**src/rtl/ram_arb_pkg.sv**
```systemverilog
// Shared types and bus widths for the two-master RAM bus arbiter.
package ram_arb_pkg;

  localparam int unsigned ADDR_W = 32;
  localparam int unsigned DATA_W = 32;
  localparam int unsigned BE_W   = 4;

  typedef logic master_idx_t;

  typedef struct packed {
    logic              we;
    logic [ADDR_W-1:0] addr;
    logic [BE_W-1:0]   be;
    logic [DATA_W-1:0] wdata;
  } req_fields_t;

endpackage

```
**src/rtl/ram_arb_id_fifo.sv**
```systemverilog
// Synchronous FIFO holding the master index of each outstanding read.
module ram_arb_id_fifo #(
  parameter int unsigned DEPTH = 4,
  parameter int unsigned WIDTH = 1,
  parameter int unsigned PTR_W = $clog2(DEPTH)
) (
  input  logic             clk_i,
  input  logic             rst_n_i,
  input  logic             push_i,
  input  logic             pop_i,
  input  logic [WIDTH-1:0] wdata_bi,
  output logic [WIDTH-1:0] rdata_bo,
  output logic             full_o,
  output logic             empty_o
);

  localparam logic [PTR_W:0] FULL_CNT = (PTR_W+1)'(DEPTH);

  logic [WIDTH-1:0] mem [DEPTH];
  logic [PTR_W-1:0] wr_ptr;
  logic [PTR_W-1:0] rd_ptr;
  logic [PTR_W:0]   count;
  logic             do_push;
  logic             do_pop;

  always_comb begin
    full_o   = (count == FULL_CNT);
    empty_o  = (count == '0);
    do_push  = push_i && !full_o;
    do_pop   = pop_i && !empty_o;
    rdata_bo = mem[rd_ptr];
  end

  // Depth is a power of two, so pointers wrap by plain overflow.
  always_ff @(posedge clk_i) begin
    if (!rst_n_i) begin
      wr_ptr <= '0;
      rd_ptr <= '0;
      count  <= '0;
    end else begin
      if (do_push) wr_ptr <= wr_ptr + PTR_W'(1);
      if (do_pop)  rd_ptr <= rd_ptr + PTR_W'(1);
      if (do_push && !do_pop)      count <= count + (PTR_W+1)'(1);
      else if (do_pop && !do_push) count <= count - (PTR_W+1)'(1);
    end
  end

  always_ff @(posedge clk_i) begin
    if (do_push) mem[wr_ptr] <= wdata_bi;
  end

endmodule

```
**src/rtl/ram_bus_arbiter.sv**
```systemverilog
// Round-robin arbiter sharing one RAM bus port between two masters with in-order read routing.
// Optional grant/stall counters are enabled by defining RAM_ARB_PERF_CNT_EN.
module ram_bus_arbiter
  import ram_arb_pkg::*;
#(
  parameter int unsigned RESP_FIFO_DEPTH = 4,
  parameter int unsigned PTR_W           = $clog2(RESP_FIFO_DEPTH)
) (
  input  logic              clk_i,
  input  logic              rst_n_i,
  input  logic              m0_req_i,
  input  logic              m0_we_i,
  input  logic [ADDR_W-1:0] m0_addr_bi,
  input  logic [BE_W-1:0]   m0_be_bi,
  input  logic [DATA_W-1:0] m0_wdata_bi,
  output logic              m0_ack_o,
  output logic              m0_resp_o,
  output logic [DATA_W-1:0] m0_rdata_bo,
  input  logic              m1_req_i,
  input  logic              m1_we_i,
  input  logic [ADDR_W-1:0] m1_addr_bi,
  input  logic [BE_W-1:0]   m1_be_bi,
  input  logic [DATA_W-1:0] m1_wdata_bi,
  output logic              m1_ack_o,
  output logic              m1_resp_o,
  output logic [DATA_W-1:0] m1_rdata_bo,
  output logic              s_req_o,
  output logic              s_we_o,
  output logic [ADDR_W-1:0] s_addr_bo,
  output logic [BE_W-1:0]   s_be_bo,
  output logic [DATA_W-1:0] s_wdata_bo,
  input  logic              s_ack_i,
  input  logic              s_resp_i,
  input  logic [DATA_W-1:0] s_rdata_bi,
  output logic              err_o
`ifdef RAM_ARB_PERF_CNT_EN
  ,
  output logic [31:0]       m0_grant_cnt_o,
  output logic [31:0]       m1_grant_cnt_o,
  output logic [31:0]       stall_cnt_o
`endif
);

  req_fields_t m0_f, m1_f, s_f;
  master_idx_t last_grant, grant, head_id;
  logic        fifo_full, fifo_empty;
  logic        elig0, elig1, xfer, push, pop;

  always_comb begin
    m0_f  = '{we: m0_we_i, addr: m0_addr_bi, be: m0_be_bi, wdata: m0_wdata_bi};
    m1_f  = '{we: m1_we_i, addr: m1_addr_bi, be: m1_be_bi, wdata: m1_wdata_bi};
    elig0 = m0_req_i && (m0_we_i || !fifo_full);
    elig1 = m1_req_i && (m1_we_i || !fifo_full);
    // On a tie the master not served last wins; last_grant only moves on an accepted transfer.
    if (elig0 && elig1) grant = ~last_grant;
    else                grant = elig1;
    s_req_o = (elig0 || elig1) && rst_n_i;
    s_f     = s_req_o ? (grant ? m1_f : m0_f) : '0;
    xfer    = s_req_o && s_ack_i;
    push    = xfer && !s_f.we;
    pop     = s_resp_i && !fifo_empty && rst_n_i;
  end

  assign s_we_o      = s_f.we;
  assign s_addr_bo   = s_f.addr;
  assign s_be_bo     = s_f.be;
  assign s_wdata_bo  = s_f.wdata;
  assign m0_ack_o    = xfer && !grant;
  assign m1_ack_o    = xfer && grant;
  assign m0_resp_o   = pop && !head_id;
  assign m1_resp_o   = pop && head_id;
  assign m0_rdata_bo = s_rdata_bi;
  assign m1_rdata_bo = s_rdata_bi;

  ram_arb_id_fifo #(
    .DEPTH (RESP_FIFO_DEPTH),
    .WIDTH (1),
    .PTR_W (PTR_W)
  ) u_id_fifo (
    .clk_i    (clk_i),
    .rst_n_i  (rst_n_i),
    .push_i   (push),
    .pop_i    (pop),
    .wdata_bi (grant),
    .rdata_bo (head_id),
    .full_o   (fifo_full),
    .empty_o  (fifo_empty)
  );

  always_ff @(posedge clk_i) begin
    if (!rst_n_i) begin
      last_grant <= 1'b0;
      err_o      <= 1'b0;
    end else begin
      if (xfer) last_grant <= grant;
      if (s_resp_i && fifo_empty) err_o <= 1'b1;
    end
  end

`ifdef RAM_ARB_PERF_CNT_EN
  always_ff @(posedge clk_i) begin
    if (!rst_n_i) begin
      m0_grant_cnt_o <= '0;
      m1_grant_cnt_o <= '0;
      stall_cnt_o    <= '0;
    end else begin
      if (m0_ack_o)              m0_grant_cnt_o <= m0_grant_cnt_o + 32'd1;
      if (m1_ack_o)              m1_grant_cnt_o <= m1_grant_cnt_o + 32'd1;
      if (s_req_o && !s_ack_i)   stall_cnt_o    <= stall_cnt_o + 32'd1;
    end
  end
`endif

endmodule

```
**config.mk**
```make
export PLATFORM = sky130hd
export DESIGN_NAME = ram_bus_arbiter
export DESIGN_NICKNAME = d
export VERILOG_FILES = /design/src/rtl/ram_arb_pkg.sv /design/src/rtl/ram_arb_id_fifo.sv /design/src/rtl/ram_bus_arbiter.sv
export SDC_FILE = /design/constraint.sdc
export NUM_CORES = 1
export LEC_CHECK = 0
export CAP_MARGIN = 20
export CORE_AREA = 3 3 120 122
export CTS_CLUSTER_SIZE = 24
export DETAILED_ROUTE_END_ITERATION = 10
export DIE_AREA = 0 0 123 125
export PLACE_DENSITY_LB_ADDON = 0.1
export SLEW_MARGIN = 20
export SYNTH_ARGS = -nofsm -noshare
export SYNTH_HDL_FRONTEND = slang
export SYNTH_HIERARCHICAL = 1
export SYNTH_SLANG_ARGS = --single-unit
```
**constraint.sdc**
```tcl
create_clock -name clk_i -period 3.1 [get_ports clk_i]
set_input_delay 0.62 -clock clk_i [delete_from_list [all_inputs] [get_ports clk_i]]
set_output_delay 0.62 -clock clk_i [all_outputs]
set_load 0.02 [all_outputs]
```
## Word-level counts from Yosys, hierarchy flattened

Memories as Yosys holds them, arrays and structs flattened. A register that Yosys moved wholly into a read port is not among the register bits.
Index checks and enable logic that the tools add are counted.

- Multiply operators: 0
- Multiplexer cells: 9
- Equality and inequality tests: 1
- $add $sub $neg: 4
- Divide/modulo/power cells: 0
- Bitwise operators: 1
- Reductions and logical operators: 29
- Magnitude comparators: 0
- Shift-type cells: 0

Operator list:

| operator | count |
|---|---|
| $mux 69 | 2 |
| $logic_and 1x1->1 | 17 |
| $logic_not 1->1 | 7 |
| $mux 3 | 2 |
| $add 2x1->2 const B | 2 |
| $mux 2 | 2 |
| $add 3x1->3 const B | 1 |
| $eq 3x3->1 const B | 1 |
| $logic_not 3->1 | 1 |
| $logic_or 1x1->1 | 3 |
| $mux 1 | 3 |
| $sub 3x1->3 const B | 1 |
| $reduce_bool 2->1 | 1 |
| $not 1->1 | 1 |

- Input bits: 176
- RAM bits: 4
- Register bits: 9
- Bits in latches: 0
- Memories: 1
- Output and inout port bits: 139
- Memory bits (read-only): 0

Memories:

| name | words | width | rd ports | clocked after Yosys merged registers in | write ports | RTL line | text |
|---|---|---|---|---|---|---|---|
| u_id_fifo.mem | 4 | 1 | 1 | 1 | 1 | ram_arb_id_fifo.sv:19 | `logic [WIDTH-1:0] mem [DEPTH];` |

## Logic depth before layout (Yosys ltp)

- Word-level depth: 15
- Depth in mapped cells: 14
- Gate-level depth less buffers: 13

## By module

The synthesis kept the hierarchy.

Modules (own cells, without submodules):

| module | instances | area each (sq um) | cells each |
|---|---|---|---|
| ram_bus_arbiter | 1 | 1652.8 | 315 |
| ram_arb_id_fifo | 1 | 631.9 | 53 |

## Worst setup path before layout

Ideal clock, no wire load.

- Kind: register to register
- From: register u_id_fifo.count[2]
- To: register u_id_fifo.count[2]
- Arrival: 2.828 ns
- Clock period less this slack: 2.898 ns
- Setup slack: 0.202 ns
- Cell stages (with the launch flop): 15
- Data required time: 3.030 ns
- Path buffers: 1
- Setup time: 0.070 ns
- Cells stage by stage: dfxtp_1 -> nor3b_2 -> nor2b_2 -> o221ai_4 -> inv_2 -> mux2i_1 -> and3_1 -> nor2b_1 -> buf_6 -> ha_1 -> inv_1 -> fa_1 -> xor2_1 -> or3_1 -> a21boi_1

- Longest elaborated chain between the ends: 14

Ends and longest elaborated chain:

| item | RTL line | text |
|---|---|---|
| start: declaration | ram_arb_id_fifo.sv:22 | `logic [PTR_W:0] count;` |
| start signal: assignment | ram_arb_id_fifo.sv:43 | `if (do_push && !do_pop) count <= count + (PTR_W+1)'(1);` |
| start signal: assignment | ram_arb_id_fifo.sv:44 | `else if (do_pop && !do_push) count <= count - (PTR_W+1)'(1);` |
| $eq 3x3->1 (*) | ram_arb_id_fifo.sv:27 | `full_o = (count == FULL_CNT);` |
| net fifo_full | ram_bus_arbiter.sv:46 | `logic fifo_full, fifo_empty;` |
| $logic_not 1->1 (*) | ram_bus_arbiter.sv:52, ram_bus_arbiter.sv:53 |  |
| $logic_or 1x1->1, on equally long branches | ram_bus_arbiter.sv:52, ram_bus_arbiter.sv:53 |  |
| $logic_and 1x1->1, on equally long branches | ram_bus_arbiter.sv:52, ram_bus_arbiter.sv:53 |  |
| $logic_and 1x1->1 | ram_bus_arbiter.sv:55 | `if (elig0 && elig1) grant = ~last_grant;` |
| $mux 1 | ram_bus_arbiter.sv:55 |  |
| $mux 69 (2 in series) | ram_bus_arbiter.sv:58 | `s_f = s_req_o ? (grant ? m1_f : m0_f) : '0;` |
| $logic_not 1->1 | ram_bus_arbiter.sv:60 | `push = xfer && !s_f.we;` |
| $logic_and 1x1->1 (*) | ram_bus_arbiter.sv:60 |  |
| net push | ram_bus_arbiter.sv:47 | `logic elig0, elig1, xfer, push, pop;` |
| $logic_and 1x1->1 (*) | ram_arb_id_fifo.sv:29 | `do_push = push_i && !full_o;` |
| net u_id_fifo.do_push | ram_arb_id_fifo.sv:23 | `logic do_push;` |
| $logic_not 1->1 | ram_arb_id_fifo.sv:44 |  |
| $logic_and 1x1->1 | ram_arb_id_fifo.sv:44 |  |
| $reduce_bool 2->1 (no source line) | -- |  |

Mark *: on every way through the listed nets, which the timed path passes. The rest lies on a longest branch. The select of a mux whose other input is x is not followed.
A chain may end at the register's enable or synchronous reset.

## Final worst setup path

- From: input rst_n_i
- To: output m0_resp_o

- Longest elaborated chain between the ends: 2

Ends and longest elaborated chain:

| item | RTL line | text |
|---|---|---|
| start: declaration | ram_bus_arbiter.sv:10 | `input logic rst_n_i,` |
| $logic_and 1x1->1 | ram_bus_arbiter.sv:61 | `pop = s_resp_i && !fifo_empty && rst_n_i;` |
| net pop | ram_bus_arbiter.sv:47 |  |
| $logic_and 1x1->1 | ram_bus_arbiter.sv:70 | `assign m0_resp_o = pop && !head_id;` |
| end: declaration | ram_bus_arbiter.sv:17 | `output logic m0_resp_o,` |

The timed path passes the listed nets, and every way through them passes these cells.

==> run_results.csv <==
group,metric,value,unit
finish,n_antenna_cell,0,
synthesis,avgSynthCellArea,6.21,sq um
setup_path,required,2.48,ns
setup_path,r2r-end,"u_id_fifo/count[2]",
cts,cts.sinks,15,
grt,overflow,0,
detailed_routing,vias,2885,
setup_path,path_class,"input pin to primary output",
timing,finalSetupTns,0,ns
timing,tightest_slew,0.328,ns
floorplan,io_pins,315,
floorplan,fp.dieW,123,um
synthesis,synth_nets,550,
finish,drive_gt1_frac,0.119,
detailed_routing,totalWireLength,10700,um
detailed_routing,drt-pass1-iter-count,4,
finish,final_common_cell,"clkdlybuf4s50_1",
cts,postCtsSetupBuffers,0,
min_path,hold_end,"last_grant",
pwr,power,0.00117,W
synthesis,ys_seq_area_frac,0.149,
synthesis,netlist_instances,368,
run_status,status,"finished, final reports clean",
timing,relSlewSlack,0.778,
timing,final_hold_viol_count,0,
grt,grt_usage,0.124,
timing,setup_ws,0.0760,ns
min_path,hp-start,"last_grant",
cts,cts_tree,"done",
min_path,min_path_cells,2,
pwr,p_seq_frac,0.186,
detailed_routing,drc,0,
grt,grt_pass1_wl,15400,um
setup_path,r2r_start,"u_id_fifo/count[1]",
floorplan,initial_utilization,0.172,
cts,h-tree-depth,1,
place,portBuffers,218,
timing,slew_violations,0,
grt,grt_pass1_vias,2858,
detailed_routing,ant_nets,0,
timing,fin_worst_skew,0.000926,ns
finish,finalNonFillerCells,707,
flow_run,maxCapViolCount,0,
pwr,p_leak,1.95,nW
synthesis,async_flop_share,0,
setup_path,start_kind,"input pin",
cts,cts_root_buf,"clkbuf_16",
pwr,p_sw_frac,0.360,
cts,cts_buffers,3,
place,place_congestion,0.785,
cts,cts.clk_slew.worst_paths,0.05,ns
min_path,hp-class,"flop to flop",
synthesis,ys.flop_type,"dfxtp_1",
detailed_routing,drt_iter0_drc,77,
place,placed_cells,703,
pwr,p_clk_frac,0.212,
setup_path,crit_path_end_kind,"primary output",
floorplan,core_area,13300,sq um
place,dp_worst_setup_slack,-0.305,ns
floorplan,row_count,42,
floorplan,dieArea,15400,sq um
grt,antenna_found_initial,0,
synthesis,yosysUniqueCellTypes,34,
pwr,p_per_area,268,nW/um^2
finish,fill_cells,1460,
finish,syn2layout_area_growth,90.9,%
setup_path,rr_worst_depth,13,
setup_path,worstPathArrival,2.40,ns
synthesis,ys.warnings.count,6,
place,hpwlAfterDp,8510,um
timing,fin_crit_sh,0.975,
setup_path,worst-r2r-setup-slack,0.26,ns
cts,clockBufferDepth,2,
finish,layout_common_cells,"clkdlybuf4s50_1, nand2_1, a21oi_1, dlygate4sd2_1, buf_4",
synthesis,ys_ff_latch,15,
timing,max_clock_freq,331,MHz
detailed_routing,wl_per_cell,15.1,um
pwr,p_int,0.000749,W
finish,final_util,0.328,
detailed_routing,viasPerCell,4.08,
finish,num-nets-final,714,
timing,finalSetupViolations,0,
grt,grt_start_max_net_pins,41,
pwr,peakVddDrop,0.154,mV
timing,fin_crit,3.02,ns
floorplan,die_h,125,um
timing,grt_setup_unrepaired,"true",
pwr,p_sw,0.000421,W
setup_path,cp_max_fo,13,
synthesis,netlist_area,2280,sq um
cts,clock_latency,0.24,ns
synthesis,synth_edf_count,4,
pwr,comb_power_share,0.603,
[cells in the mapped netlist (3+ instances only)]
| library cell | n | area share |
|---|---|---|
| nand2_1 | 142 | 0.23 |
| a21oi_1 | 70 | 0.15 |
| buf_4 | 65 | 0.21 |
| buf_2 | 20 | 0.044 |
| dfxtp_1 | 11 | 0.096 |
| and2_1 | 9 | 0.025 |
| inv_1 | 6 | 0.0099 |
| ha_1 | 5 | 0.027 |
| edfxtp_1 | 4 | 0.053 |
| mux2i_1 | 4 | 0.018 |
| nor2b_1 | 4 | 0.011 |
| xnor2_1 | 3 | 0.012 |
[metal layers]
layer,track usage,share of wire,up-vias
met2,0.230,0.50,156
met1,0.138,0.37,1263
met4,0.0332,0.019,0
met3,0.0330,0.11,20
met5,0,0,-
li1,-,-,1446
[worst max-delay path: stages]
cell and delay, ns:
clkdlybuf4s50_1 0.50, buf_4 0.19, and3b_1 0.28, nor2b_1 0.19, clkdlybuf4s50_1 0.63
[power by group through the flow]
stage / clock network (W) / registers [W] / logic [W]
after global placement: 0 / 0.000221 / 0.000763
final: 0.000248 / 0.000217 / 0.000705
after floorplan: 0 / 0.000226 / 0.000429
after CTS: 0.000255 / 0.000217 / 0.000713
after global routing: 0.000265 / 0.000219 / 0.000766
after detailed placement: 0 / 0.000221 / 0.000764
[stage by stage]
stage	area, sq um	hold slack, ns
2_1_floorplan	2280	0.432
3_3_place_gp	4390	0.462
3_5_place_dp	4390	0.457
4_1_cts	4380	0.464
5_1_grt	4360	0.516
6_report	4360	0.482
[cell families after synthesis]
kind of cell | synth area share
buf+inv | 0.280
simple gates | 0.298
mux | 0.0274
xor+xnor | 0.0153
flops | 0.149
compound gates | 0.194
fa+ha+maj | 0.0361
[worst max-delay path by stage]
stage / startpoint / end / slack [ns]
final: rst_n_i / m0_resp_o / 0.08
after detailed placement: m0_req_i / s_addr_bo[8] / -0.31
after floorplan: u_id_fifo/count[2] / u_id_fifo/count[2] / 0.20
after global placement: m0_req_i / s_addr_bo[8] / -0.28
after global routing: m0_we_i / u_id_fifo/count[2] / -0.04
after CTS: m0_req_i / u_id_fifo/count[2] / 0.02
[repair_timing]
item                                    CTS  global route
pin swaps                                 0             1
endpoints found under the setup margin   70            32
hold buffers                              0             0
resized for setup                        72            52
[cell type report]
type / count / area (sq um) / share of cell area
Clock buffer: 3 / 75.1 / 0.0172
Clock inverter: 1 / 5.00 / 0.00115
Inverter: 7 / 26.3 / 0.00603
Multi-Input combinational cell: 258 / 1320 / 0.303
Sequential cell: 15 / 340 / 0.0780
Tap cell: 176 / 220 / 0.0505
Timing Repair Buffer: 247 / 2370 / 0.544
Note: power is estimated with default switching activity, not from simulation.
